--- src/rtl/dmem_responder.sv ---
// dmem_responder: wait-state data-memory responder with an IDLE/WAIT/RESP handshake.
// Defining DMEM_BYTE_EN_EN adds the req_be byte-enable input for writes.
module dmem_responder #(
   parameter int DEPTH = 64,
   parameter int WAIT_CYCLES = 2
) (
   input  logic        clk,
   input  logic        reset,
   input  logic        req_valid,
   output logic        req_ready,
   input  logic        req_we,
   input  logic [31:0] req_addr,
   input  logic [31:0] req_wdata,
`ifdef DMEM_BYTE_EN_EN
   input  logic [3:0]  req_be,
`endif
   output logic        resp_valid,
   output logic [31:0] resp_rdata,
   output logic        resp_err
);
   localparam int AW = $clog2(DEPTH);
   typedef enum logic [1:0] {IDLE, WAIT, RESP} state_t;
   state_t state, state_n;
   logic [3:0] cnt;
   logic we_q, err_q, accept, enter, c_we, c_err;
   logic [31:0] addr_q, wdata_q, rdata_q, c_addr, c_wdata, c_mask;
   logic [AW-1:0] c_idx;
   logic [31:0] mem [DEPTH];
`ifdef DMEM_BYTE_EN_EN
   logic [3:0] be_q, c_be;
`endif
   assign req_ready = state == IDLE;
   assign accept = req_valid && req_ready;
   assign resp_valid = state == RESP;
   assign resp_rdata = resp_valid ? rdata_q : '0;
   assign resp_err = resp_valid && err_q;
   always_comb begin
      state_n = state;
      state_n = state == IDLE ? (req_valid ? (WAIT_CYCLES > 0 ? WAIT : RESP) : IDLE) :
                state == WAIT ? (cnt == 0 ? RESP : WAIT) : IDLE;
   end
   assign enter = state_n == RESP && state != RESP;
   // With no wait state the commit edge is the acceptance edge, so use the live request.
   assign c_we = req_ready ? req_we : we_q;
   assign c_addr = req_ready ? req_addr : addr_q;
   assign c_wdata = req_ready ? req_wdata : wdata_q;
   assign c_idx = c_addr[AW+1:2];
   assign c_err = (c_addr[1:0] != 2'b00) || ((c_addr >> (AW + 2)) != 32'd0);
`ifdef DMEM_BYTE_EN_EN
   assign c_be = req_ready ? req_be : be_q;
   assign c_mask = {{8{c_be[3]}}, {8{c_be[2]}}, {8{c_be[1]}}, {8{c_be[0]}}};
`else
   assign c_mask = '1;
`endif
   always_ff @(posedge clk)
      if (!reset) state <= IDLE;
      else state <= state_n;
   always_ff @(posedge clk) begin
      if (!reset) begin
         cnt <= '0;
         we_q <= 1'b0;
         addr_q <= '0;
         wdata_q <= '0;
         rdata_q <= '0;
         err_q <= 1'b0;
`ifdef DMEM_BYTE_EN_EN
         be_q <= '0;
`endif
      end else begin
         if (accept) begin
            we_q <= req_we;
            addr_q <= req_addr;
            wdata_q <= req_wdata;
            cnt <= 4'(WAIT_CYCLES - 1);
`ifdef DMEM_BYTE_EN_EN
            be_q <= req_be;
`endif
         end else if (state == WAIT && cnt != 0) cnt <= cnt - 4'd1;
         if (enter) begin
            err_q <= c_err;
            rdata_q <= (c_we || c_err) ? '0 : mem[c_idx];
         end
      end
   end
   always_ff @(posedge clk)
      if (reset && enter && c_we && !c_err) mem[c_idx] <= (mem[c_idx] & ~c_mask) | (c_wdata & c_mask);
endmodule

--- config.mk ---
export PLATFORM = sky130hd
export DESIGN_NAME = dmem_responder
export DESIGN_NICKNAME = d
export VERILOG_FILES = /design/src/rtl/dmem_responder.sv
export SDC_FILE = /design/constraint.sdc
export NUM_CORES = 2
export LEC_CHECK = 0
export ABC_AREA = 1
export CORE_UTILIZATION = 29
export DETAILED_ROUTE_END_ITERATION = 12
export PLACE_DENSITY = 0.49
export SKIP_LAST_GASP = 1
export SLEW_MARGIN = 25
export SYNTH_ARGS = -nofsm -noshare
export SYNTH_HDL_FRONTEND = slang
export SYNTH_SLANG_ARGS = --single-unit
--- constraint.sdc ---
create_clock -name clk -period 5.35 [get_ports clk]
set_clock_uncertainty 0.1 [all_clocks]
set_input_delay 1.07 -clock clk [delete_from_list [all_inputs] [get_ports clk]]
set_output_delay 1.07 -clock clk [all_outputs]
set_load 0.01 [all_outputs]
==> impl_metrics.toml <==
[worst_hold_path]
hp-class = "reg -> reg"
hold_start = "cnt[0]$_SDFFE_PN0P_"

[synthesis]
synth.distinct_cells = 32
synth-seq-cells = 2152
synth_nets = 8536
synth_edf_count = 2048
yosysSeqAreaShare = 0.712
synthArstFlopShare = 0
synth_ff_type = "edfxtp_1"
syn_area_sq_mm = 0.0893
synth.avg_cell_area_sq_um = 10.6
yosysWarningCount = 0
synthesis.instances = 8466

[critical_path]
crit_path_max_fanout = 33
end_kind = "output pin"
startpoint_type = "register"
regToRegStartpoint = "state[0]$_SDFF_PN0_"
cp.required_ns = 4.18
critical_path_arrival_ns = 3.17
crit_start = "state[1]$_SDFF_PN0_"
worstSetupPathType = "reg -> out"

[detailed_routing]
drcViolationCount = 0
drtIter0Drc = 5472
viasPerCell = 4.64
drtPass1Iterations = 6
postRouteAntennaNets = 0
wirelength_mm = 286
routed-via-count = 59900
routedWlPerCell_microns = 22.1

[timing]
rsz0062_at_grt = "no"
hold_violations = 0
setup_viol = 0
finalSetupTns_ns = 0
slew_violations = 0
timing.hold.ws_ns = 0.364
tightestPinTransition_ns = 1.13
relSlewSlack = 0.247
clock.fmax_mhz = 230
period_share = 0.811
min_period_ns = 4.34

[place]
io_buffers = 102
routabilityCongestion = 0.881
dp_hpwl_mm = 163

[global_route]
globalRouteMet2Util = 0.299
met1_usage = 0.239
met3_usage = 0.0218
antenna_found_initial = 12
grt_max_degree = 113
grt_overflow = 0
grt_pass1_wl_mm = 411
busiest_layer = "met2"
grt_pass1_vias = 57300
track_usage = 0.181

[run_status]
status = "completed"

[floorplanning]
fp.dieH_microns = 557
dieArea_sq_mm = 0.310
die_w_microns = 557
initial_core_util = 0.292
design.core.area_sq_mm = 0.306
rows = 203
ioPinCount = 103

[pwr]
p_leak_nw = 40.2
powerDensity_mw_per_mm2 = 377
ir_worst_vdd_mv = 0.255

[final_layout]
seqCellArea_sq_mm = 0.0636
layout-drive-gt1-share = 0.0792
nNetsFinal = 8702
post-route-util = 0.342
syn2layout_area_growth_pct = 17.2
fill_cells = 30300
multiInputGateArea_sq_mm = 0.0217

[clock_network]
clk_latency_ns = 0.88
path_clk_slew_ns = 0.06
clock_sinks = 2152
clockRootBuffer = "clkbuf_16"
cts_tree = "yes"
cts_hold_buf = 0
cts-resized-gates = 0
clk_path_buf_depth = 4
post_cts_buffers = 0
cts_made_buffers = 223
cts_htree_levels = 4

[flow_run]
cap_violations = 0
-- per-layer routing --
layer	vias to the layer above	share of wire
met4	4	0.045
met5	-	0.00012
met2	1662	0.47
met3	454	0.051
li1	28100	-
met1	29700	0.43
-- power by group --
| group | switching (mW) | internal, mW | leakage, nW |
|---|---|---|---|
| clock | 6.60 | 8.51 | 3.39 |
| sequential | 0.0191 | 18.8 | 19.4 |
| combinational | 4.26 | 1.28 | 17.5 |
-- critical path, cell delays in order (launching register included) --
cell             delay [ns]
dfxtp_1                0.41
inv_1                  0.09
nor2_1                 0.13
inv_1                  0.05
buf_4                  0.23
nor2_1                 0.62
clkdlybuf4s50_1        0.68
-- final timing paths --
check / cells after the start / slack (ns) / to
worst max-delay path: 6 / 1.01 / resp_rdata[30]
worst max register to register: 14 / 1.10 / rdata_q[10]$_SDFFE_PN0P_
worst min-delay path: 2 / 0.36 / cnt[0]$_SDFFE_PN0P_
worst min register to register: 2 / 0.36 / cnt[0]$_SDFFE_PN0P_
-- cell families (layout without fill, tap and decap cells) --
kind of cell               count (synthesis)  in the layout  share of synthesized area
and+or+nand+nor                         4623           4623                      0.208
AOI/OAI and AO/OA                        423            423                     0.0240
DFF                                     2152           2152                      0.712
other                                      0              4                          0
buffers and inverters                   1265           1608                     0.0559
xor gates and xnor gates                   1              1                  0.0000981
adders and majority gates                  2              2                   0.000280
-- stage by stage --
| stage | cell area, sq um | worst slack (ns) | total power [mW] | cells |
|---|---|---|---|---|
| after floorplan | 89300 | 0.953 | 22.2 | 8466 |
| after global placement | 97600 | 0.762 | 24.7 | 12500 |
| after detailed placement | 97700 | 0.762 | 24.8 | 12500 |
| after CTS | 105000 | 0.979 | 39.8 | 12900 |
| after global routing | 105000 | 0.905 | 40.8 | 12900 |
| final | 105000 | 1.01 | 39.5 | 12900 |
-- registers in the layout, indices dropped and copies added (netlist names) --
signal and flops:
addr_q 32, cnt 4, err_q 1, mem 2048, rdata_q 32, state 2, wdata_q 32, we_q 1
-- synth_stat cells (6+ instances only) --
master    count  area, sq um
buf_2       176          881
nand3_1     612         3060
dfxtp_1     104         2080
nand4_1     120          751
buf_1        29          109
buf_4         7         52.6
a21oi_1      73          365
o21ai_0     336         1680
inv_1       833         3130
and2_1       24          150
nor2_1      440         1650
nand2_1    3409        12800
clkbuf_1    215          807
a31oi_1       6         37.5
edfxtp_1   2048        61500
-- cell type report --
cell class                      instances  share of cell area
Sequential cell                      2152               0.607
Tap cell                             4100              0.0490
Clock buffer                          280              0.0560
Antenna cell                            4           0.0000956
Clock inverter                        122              0.0100
Timing Repair Buffer                  368              0.0403
Multi-Input combinational cell       5049               0.207
Inverter                              838              0.0301
-- cell usage in the layout, fill, tap and decap left out, types with 16 or more instances in the layout --
cell type and count:
clkbuf_16 223, nand4_1 120, nor2_4 69, dfxtp_1 104, clkinv_1 48, nand3_1 612
clkinv_2 44, bufinv_16 16, clkdlybuf4s50_1 101, a21oi_1 73, inv_1 832, nand2_1 3404
buf_12 85, buf_4 173, and2_1 24, clkbuf_1 50, edfxtp_1 2048, nor2_1 374
o21ai_4 33, o21ai_0 304
No activity file was read; power rests on OpenSTA's default activity.
